===== config.mk =====
export PLATFORM = sky130hd
export DESIGN_NAME = satd_buffer_ctrl
export DESIGN_NICKNAME = d
export VERILOG_FILES = /design/src/rtl/satd_pkg.sv /design/src/rtl/satd_buffer_ctrl.sv
export SDC_FILE = /design/constraint.sdc
export NUM_CORES = 1
export LEC_CHECK = 0
export BUFFER_PORTS_ARGS = -buffer_cell sky130_fd_sc_hd__buf_2
export CORE_MARGIN = 4
export CORE_UTILIZATION = 53
export CTS_CLUSTER_DIAMETER = 30
export DETAILED_ROUTE_END_ITERATION = 10
export PLACE_DENSITY = 0.94
export SLEW_MARGIN = 40
export SYNTH_ARGS = -nofsm -noshare
export SYNTH_HDL_FRONTEND = slang
export SYNTH_SLANG_ARGS = --single-unit

===== constraint.sdc =====
create_clock -name CLK -period 4.6 [get_ports CLK]
set_input_delay 0.92 -clock CLK [delete_from_list [all_inputs] [get_ports CLK]]
set_output_delay 0.92 -clock CLK [all_outputs]
set_load 0.05 [all_outputs]

===== src/rtl/satd_pkg.sv =====
// Shared constants and read-side state encoding for the SATD transpose/shift buffer.
package satd_pkg;

   localparam int SATD_ROWS = 8;
   localparam int SATD_COLS = 8;
   localparam int SATD_DW   = 10;

   typedef enum logic {
      R_IDLE  = 1'b0,
      R_SHIFT = 1'b1
   } rstate_t;

endpackage


===== src/rtl/satd_buffer_ctrl.sv =====
// Ping-pong sequencer for the SATD transpose buffer: rows are stored into one bank
// while the other bank is shifted out column by column.
module satd_buffer_ctrl
   import satd_pkg::*;
#(
   parameter int ROWS      = SATD_ROWS,
   parameter int COLS      = SATD_COLS,
   parameter int BLK_CNT_W = 8
) (
   input  logic                 CLK,
   input  logic                 RST,
   input  logic                 in_valid,
   output logic                 in_ready,
   output logic                 wr_en,
   output logic                 wr_bank,
   output logic                 wr_half,
   output logic [1:0]           cycle,
   output logic                 out_valid,
   input  logic                 out_ready,
   output logic                 shift_en,
   output logic                 rd_bank,
   output logic [2:0]           col_idx,
   output logic                 out_first,
   output logic                 out_last,
   output logic                 blk_done,
   output logic [BLK_CNT_W-1:0] blk_cnt,
   output logic                 busy
);

   localparam logic [2:0] LAST_ROW = 3'(ROWS - 1);
   localparam logic [2:0] LAST_COL = 3'(COLS - 1);

   logic [2:0] wr_row;
   logic [1:0] bank_full;
   rstate_t    rstate;
   logic       row_last;
   logic       col_last;

   // in_ready depends only on registers, so out_ready never reaches it combinationally
   assign in_ready  = ~bank_full[wr_bank];
   assign wr_en     = in_valid & in_ready;
   assign wr_half   = wr_row[2];
   assign cycle     = wr_row[1:0];
   assign row_last  = (wr_row == LAST_ROW);

   assign out_valid = (rstate == R_SHIFT);
   assign shift_en  = out_valid & out_ready;
   assign col_last  = (col_idx == LAST_COL);
   assign out_first = out_valid & (col_idx == 3'd0);
   assign out_last  = out_valid & col_last;
   assign blk_done  = shift_en & col_last;

   assign busy      = (|bank_full) | (wr_row != 3'd0);

   always_ff @(posedge CLK) begin
      if (RST) begin
         wr_row  <= 3'd0;
         wr_bank <= 1'b0;
      end else if (wr_en) begin
         if (row_last) begin
            wr_row  <= 3'd0;
            wr_bank <= ~wr_bank;
         end else begin
            wr_row  <= wr_row + 3'd1;
         end
      end
   end

   // Writes only target empty banks and reads only full ones, so set and clear never collide
   always_ff @(posedge CLK) begin
      if (RST) begin
         bank_full <= 2'b00;
      end else begin
         if (wr_en && row_last) bank_full[wr_bank] <= 1'b1;
         if (blk_done)          bank_full[rd_bank] <= 1'b0;
      end
   end

   always_ff @(posedge CLK) begin
      if (RST) begin
         rstate  <= R_IDLE;
         rd_bank <= 1'b0;
         col_idx <= 3'd0;
         blk_cnt <= '0;
      end else begin
         case (rstate)
            R_IDLE: begin
               if (bank_full[rd_bank]) rstate <= R_SHIFT;
            end
            R_SHIFT: begin
               if (shift_en) begin
                  if (col_last) begin
                     col_idx <= 3'd0;
                     rd_bank <= ~rd_bank;
                     blk_cnt <= blk_cnt + BLK_CNT_W'(1);
                     // chain straight into the other bank when it is already loaded
                     rstate  <= bank_full[~rd_bank] ? R_SHIFT : R_IDLE;
                  end else begin
                     col_idx <= col_idx + 3'd1;
                  end
               end
            end
            default: rstate <= R_IDLE;
         endcase
      end
   end

endmodule


Yosys cells after proc, flatten, opt, wreduce, memory -nomap -nowiden
Cells that the tools add are included.

storage, ports and cells
  bits in registers = 19
  bits of input ports = 4
  output and inout port bits = 24
  logic and storage cells = 59

operators by class
  add/subtract/negate cells = 3
  magnitude comparators = 5
  equality and inequality tests = 2
  mux-type cells = 20
  bitwise logic cells = 13
  reduce and logical (&&, ||, !) cells = 9

operator list
  kind                 count
  $mux 1               12
  $add 8x1->8 const B  1
  $add 3x1->3 const B  2
  $eq 3x3->1 const B   2
  $lt 1x2->1 const B   3
  $mux 2               3
  $mux 3               2
  $and 1x1->1          5
  $not 1->1            4
  $reduce_and 2->1     2
  $logic_and 1x1->1    3
  $logic_not 3->1      1
  $reduce_and 3->1     1
  $reduce_bool 3->1    1
  $and 2x2->2          1
  $demux 1 s1          2
  $ge 1x1->1 const B   2
  $not 2->2            1
  $or 2x2->2           1
  $pmux 1 s2           1
  $reduce_or 2->1      1
  $or 1x1->1           1

Longest topological paths before layout
  depth after elaboration = 9
  depth in mapped cells = 6
  gate-level depth less buffers = 6

Least setup slack after synthesis
Ideal clock, no wire load.

  path type = flip-flop to output port
  from = reg wr_bank
  to = out wr_en
  data arrival time = 1.705 ns
  slack = 1.975 ns
  stages on the path, launching flop included = 3
  path buffers = 0
  cell sequence = dfxtp_1 -> mux2_4 -> nor2_1

on the way
  longest elaborated chain between the ends = 4

RTL lines
  item                                        line                    RTL
  start, declared                             satd_buffer_ctrl.sv:15  output logic wr_bank,
  start signal, assigned                      satd_buffer_ctrl.sv:62  wr_bank <= ~wr_bank;
  $mux 1 (implied by the code) (2 in series)  satd_buffer_ctrl.sv:40  assign in_ready = ~bank_full[wr_bank];
  $not 1->1                                   satd_buffer_ctrl.sv:40
  $and 1x1->1                                 satd_buffer_ctrl.sv:41  assign wr_en = in_valid & in_ready;
  end, declared                               satd_buffer_ctrl.sv:14  output logic wr_en,

No other way between the ends. The select of a mux whose other input is x is not followed.

Final worst setup path
  from = reg col_idx[0]
  to = out blk_done

on the way
  longest elaborated chain between the ends = 2

RTL lines
  item                    line                    RTL
  start, declared         satd_buffer_ctrl.sv:22  output logic [2:0] col_idx,
  start signal, assigned  satd_buffer_ctrl.sv:99  col_idx <= col_idx + 3'd1;
  $eq 3x3->1              satd_buffer_ctrl.sv:48  assign col_last = (col_idx == LAST_COL);
  $and 1x1->1             satd_buffer_ctrl.sv:51  assign blk_done = shift_en & col_last;
  end, declared           satd_buffer_ctrl.sv:25  output logic blk_done,

No other way between the ends.

==> impl_metrics.csv <==
group,metric,value,unit
outcome,status,"complete, no violations",
worst_setup_path,cp-end-kind,"output pin",
worst_setup_path,max_stage_delay,0.36,ns
grt,grt_max_degree,20,
worst_setup_path,reg2reg_slack,2.85,ns
route,vias_per_cell,5.93,
timing,setup_tns,0,ns
grt,grt_antenna_before_repair,0,
timing,period_share,0.582,
placed_design,routabilityCongestion,0.864,
layout,finalNonFillerCells,150,
worst_setup_path,r2r-start,"col_idx[0]",
yosys,syn_nets,117,
route,num_vias,890,
yosys,yosysSeqAreaShare,0.412,
layout,drive_gt1_frac,0.276,
timing,worst_pin_slew,0.339,ns
clocking,htree_levels,1,
run,max-cap-violations,0,
placed_design,io_buffers,27,
worst_setup_path,cp_common_cell,"ha_1",
clocking,insertion_delay,0.31,ns
placed_design,dpl-instance-area,1060,µm²
power,power_density,252,nW/µm²
route,ant_nets,0,
die,start_util,0.585,
yosys,yosys_warnings,0,
worst_setup_path,crit_required,3.68,ns
timing,min_period,2.68,ns
yosys,syn_inst,106,
placed_design,dp.cells,146,
clocking,cts_buffers,3,
route,finalWirelength,2060,µm
clocking,cts_tree,"built",
timing,maxSlewViolCount,0,
power,power.leakage,0.495,nW
layout,diodes,0,
worst_setup_path,cp_num_cells,5,
clocking,cts_resized,0,
die,fp.coreArea,1580,µm²
die,die_w,49.7,µm
grt,grt_pass1_wl,3640,µm
timing,final-hold-violation-count,0,
route,drc,0,
clocking,cts_hold_buf,0,
timing,clock.fmax,0.373,GHz
placed_design,pre_cts_ws,2.01,ns
timing,slew_headroom,0.774,
yosys,ys_ff_latch,19,
clocking,clk_pin_slew,0.11,ns
clocking,clockRootBuffer,"clkbuf_4",
placed_design,dp_hpwl,1550,µm
worst_setup_path,rr_endpoint,"blk_cnt[7]",
die,io-pin-count,28,
yosys,yosysUniqueCellTypes,28,
clocking,cts_max_path_buffers,2,
worst_setup_path,path_buf_inv,2,
worst_setup_path,critPathTopFamily,"buffers and inverters",
grt,grtUsageTotal,0.189,
clocking,post_cts_buffers,0,
power,finalPower,0.275,mW
layout,num-fill-cells,140,
yosys,syn_area,922,µm²
timing,setup_viol,0,
die,rows,14,
grt,grt_overflow_total,0,
yosys,avgSynthCellArea,8.70,µm²
worst_setup_path,path_class,"reg2out",
worst_setup_path,reg2reg_depth,5,
worst_setup_path,cp.arrival,1.76,ns
route,wire_per_inst,13.7,µm
worst_setup_path,cp_slowest_cell,"dfxtp_1",
timing,finClkSkew,0.0102,ns
worst_setup_path,worstSetupEndpoint,"blk_done",
timing,worst_slack,1.92,ns
die,dieArea,2470,µm²
clocking,cts.sinks,19,
worst_setup_path,cp-start-kind,"flop",
hold_path,hp-class,"reg2reg",
timing,rsz0062_at_grt,"no",
layout,final_nets,146,
route,dr.pass1.iters,4,
worst_setup_path,path_max_fanout,6,
worst_setup_path,crit_chain,"ha_1, ha_1, nand3_1, clkinv_1, buf_2",
route,drt_iter0_drc,19,
die,die_h,49.7,µm
power,peakVddDrop,221,µV
grt,grt_pass1_vias,808,
worst_setup_path,cp-startpoint,"col_idx[0]",
layout,final_area,1090,µm²
layout,area_delta_synth_final,18.2,%
[how the worst min path moves through the flow]
stage          slack, ns  cells past startpoint            to          from
6_report            0.50                      2    col_idx[1]    col_idx[1]
4_1_cts             0.50                      2    blk_cnt[7]    blk_cnt[7]
3_3_place_gp        0.46                      2    blk_cnt[7]    blk_cnt[7]
3_5_place_dp        0.48                      2    blk_cnt[7]    blk_cnt[7]
2_1_floorplan       0.56                      2  bank_full[1]  bank_full[1]
5_1_grt             0.53                      2    blk_cnt[7]    blk_cnt[7]
[per-stage QoR]
stage               hold slack (ns)  utilization
floorplan                     0.563            -
CTS                           0.504        0.691
finish                        0.503        0.691
detailed placement            0.485        0.674
global placement              0.462        0.674
global route                  0.529        0.691
[state kept, by name, indices dropped and copies added, names as in the netlist]
name	cells
wr_row	3
out_valid	1
rd_bank	1
col_idx	3
wr_bank	1
blk_cnt	8
bank_full	2
[Yosys cell counts (all sizes together)]
master / count / area share
or4: 3 / 0.024
o31ai: 2 / 0.016
nand2: 9 / 0.037
nand3: 4 / 0.022
a31oi: 1 / 0.0068
mux2: 1 / 0.016
nand4: 4 / 0.034
a21oi: 13 / 0.071
nor2: 7 / 0.028
clkinv: 1 / 0.0041
mux2i: 2 / 0.022
a211oi: 2 / 0.016
xnor2: 2 / 0.019
o221ai: 2 / 0.019
or2: 1 / 0.0068
dfxtp: 19 / 0.41
inv: 9 / 0.037
o21ba: 1 / 0.011
or4b: 1 / 0.011
nand4b: 1 / 0.0095
ha: 7 / 0.095
or3: 4 / 0.028
o21ai: 7 / 0.038
clkbuf: 1 / 0.0041
buf: 2 / 0.012
[kinds of logic (layout without fill, tap and decap cells)]
kind of cell | after synthesis | after routing | share of synthesized area
simple gates | 34 | 34 | 0.201
compound gates | 28 | 28 | 0.178
flops | 19 | 19 | 0.412
buf+inv | 13 | 41 | 0.0570
fa+ha+maj | 7 | 7 | 0.0950
mux | 3 | 3 | 0.0380
xor+xnor | 2 | 2 | 0.0190
[cell type report]
cell class | instances | area (µm²) | area share
multi-input cells | 74 | 489 | 0.449
flip-flops and latches | 19 | 380 | 0.349
repair buffers | 27 | 135 | 0.124
inverters | 10 | 37.5 | 0.0344
clock buffers | 3 | 22.5 | 0.0207
well taps | 16 | 20.0 | 0.0184
clock inverters | 1 | 5.00 | 0.00459
[power by group]
group,internal (mW),switching (mW),total (mW)
combinational,0.00592,0.0180,0.0239
sequential,0.166,0.00138,0.167
clock,0.0325,0.0513,0.0838
total,0.204,0.0707,0.275
[layout by cell type (no fill, tap or decap), types with 4 or more instances in the layout]
master and n:
dfxtp_1 19, nor2_1 7, o21ai_0 7, nand2_1 9, ha_1 7, buf_2 27, nand3_1 4, inv_1 9
a21oi_1 13
[tightest hold or removal path: cells and delay by family, from the launching register on]
| kind | cells | cell delay [ns] |
|---|---|---|
| flops | 1 | 0.35 |
| simple gates | 1 | 0.06 |
| compound gates | 1 | 0.05 |
[layer usage]
| layer | track usage | wire, µm | up-vias |
|---|---|---|---|
| met5 | 0 | 0 | - |
| met4 | 0.0876 | 38 | 0 |
| met3 | 0.0602 | 108 | 5 |
| met2 | 0.286 | 1030 | 22 |
| met1 | 0.242 | 878 | 424 |
| li1 | - | - | 439 |
No activity file was read; power rests on OpenSTA's default activity.
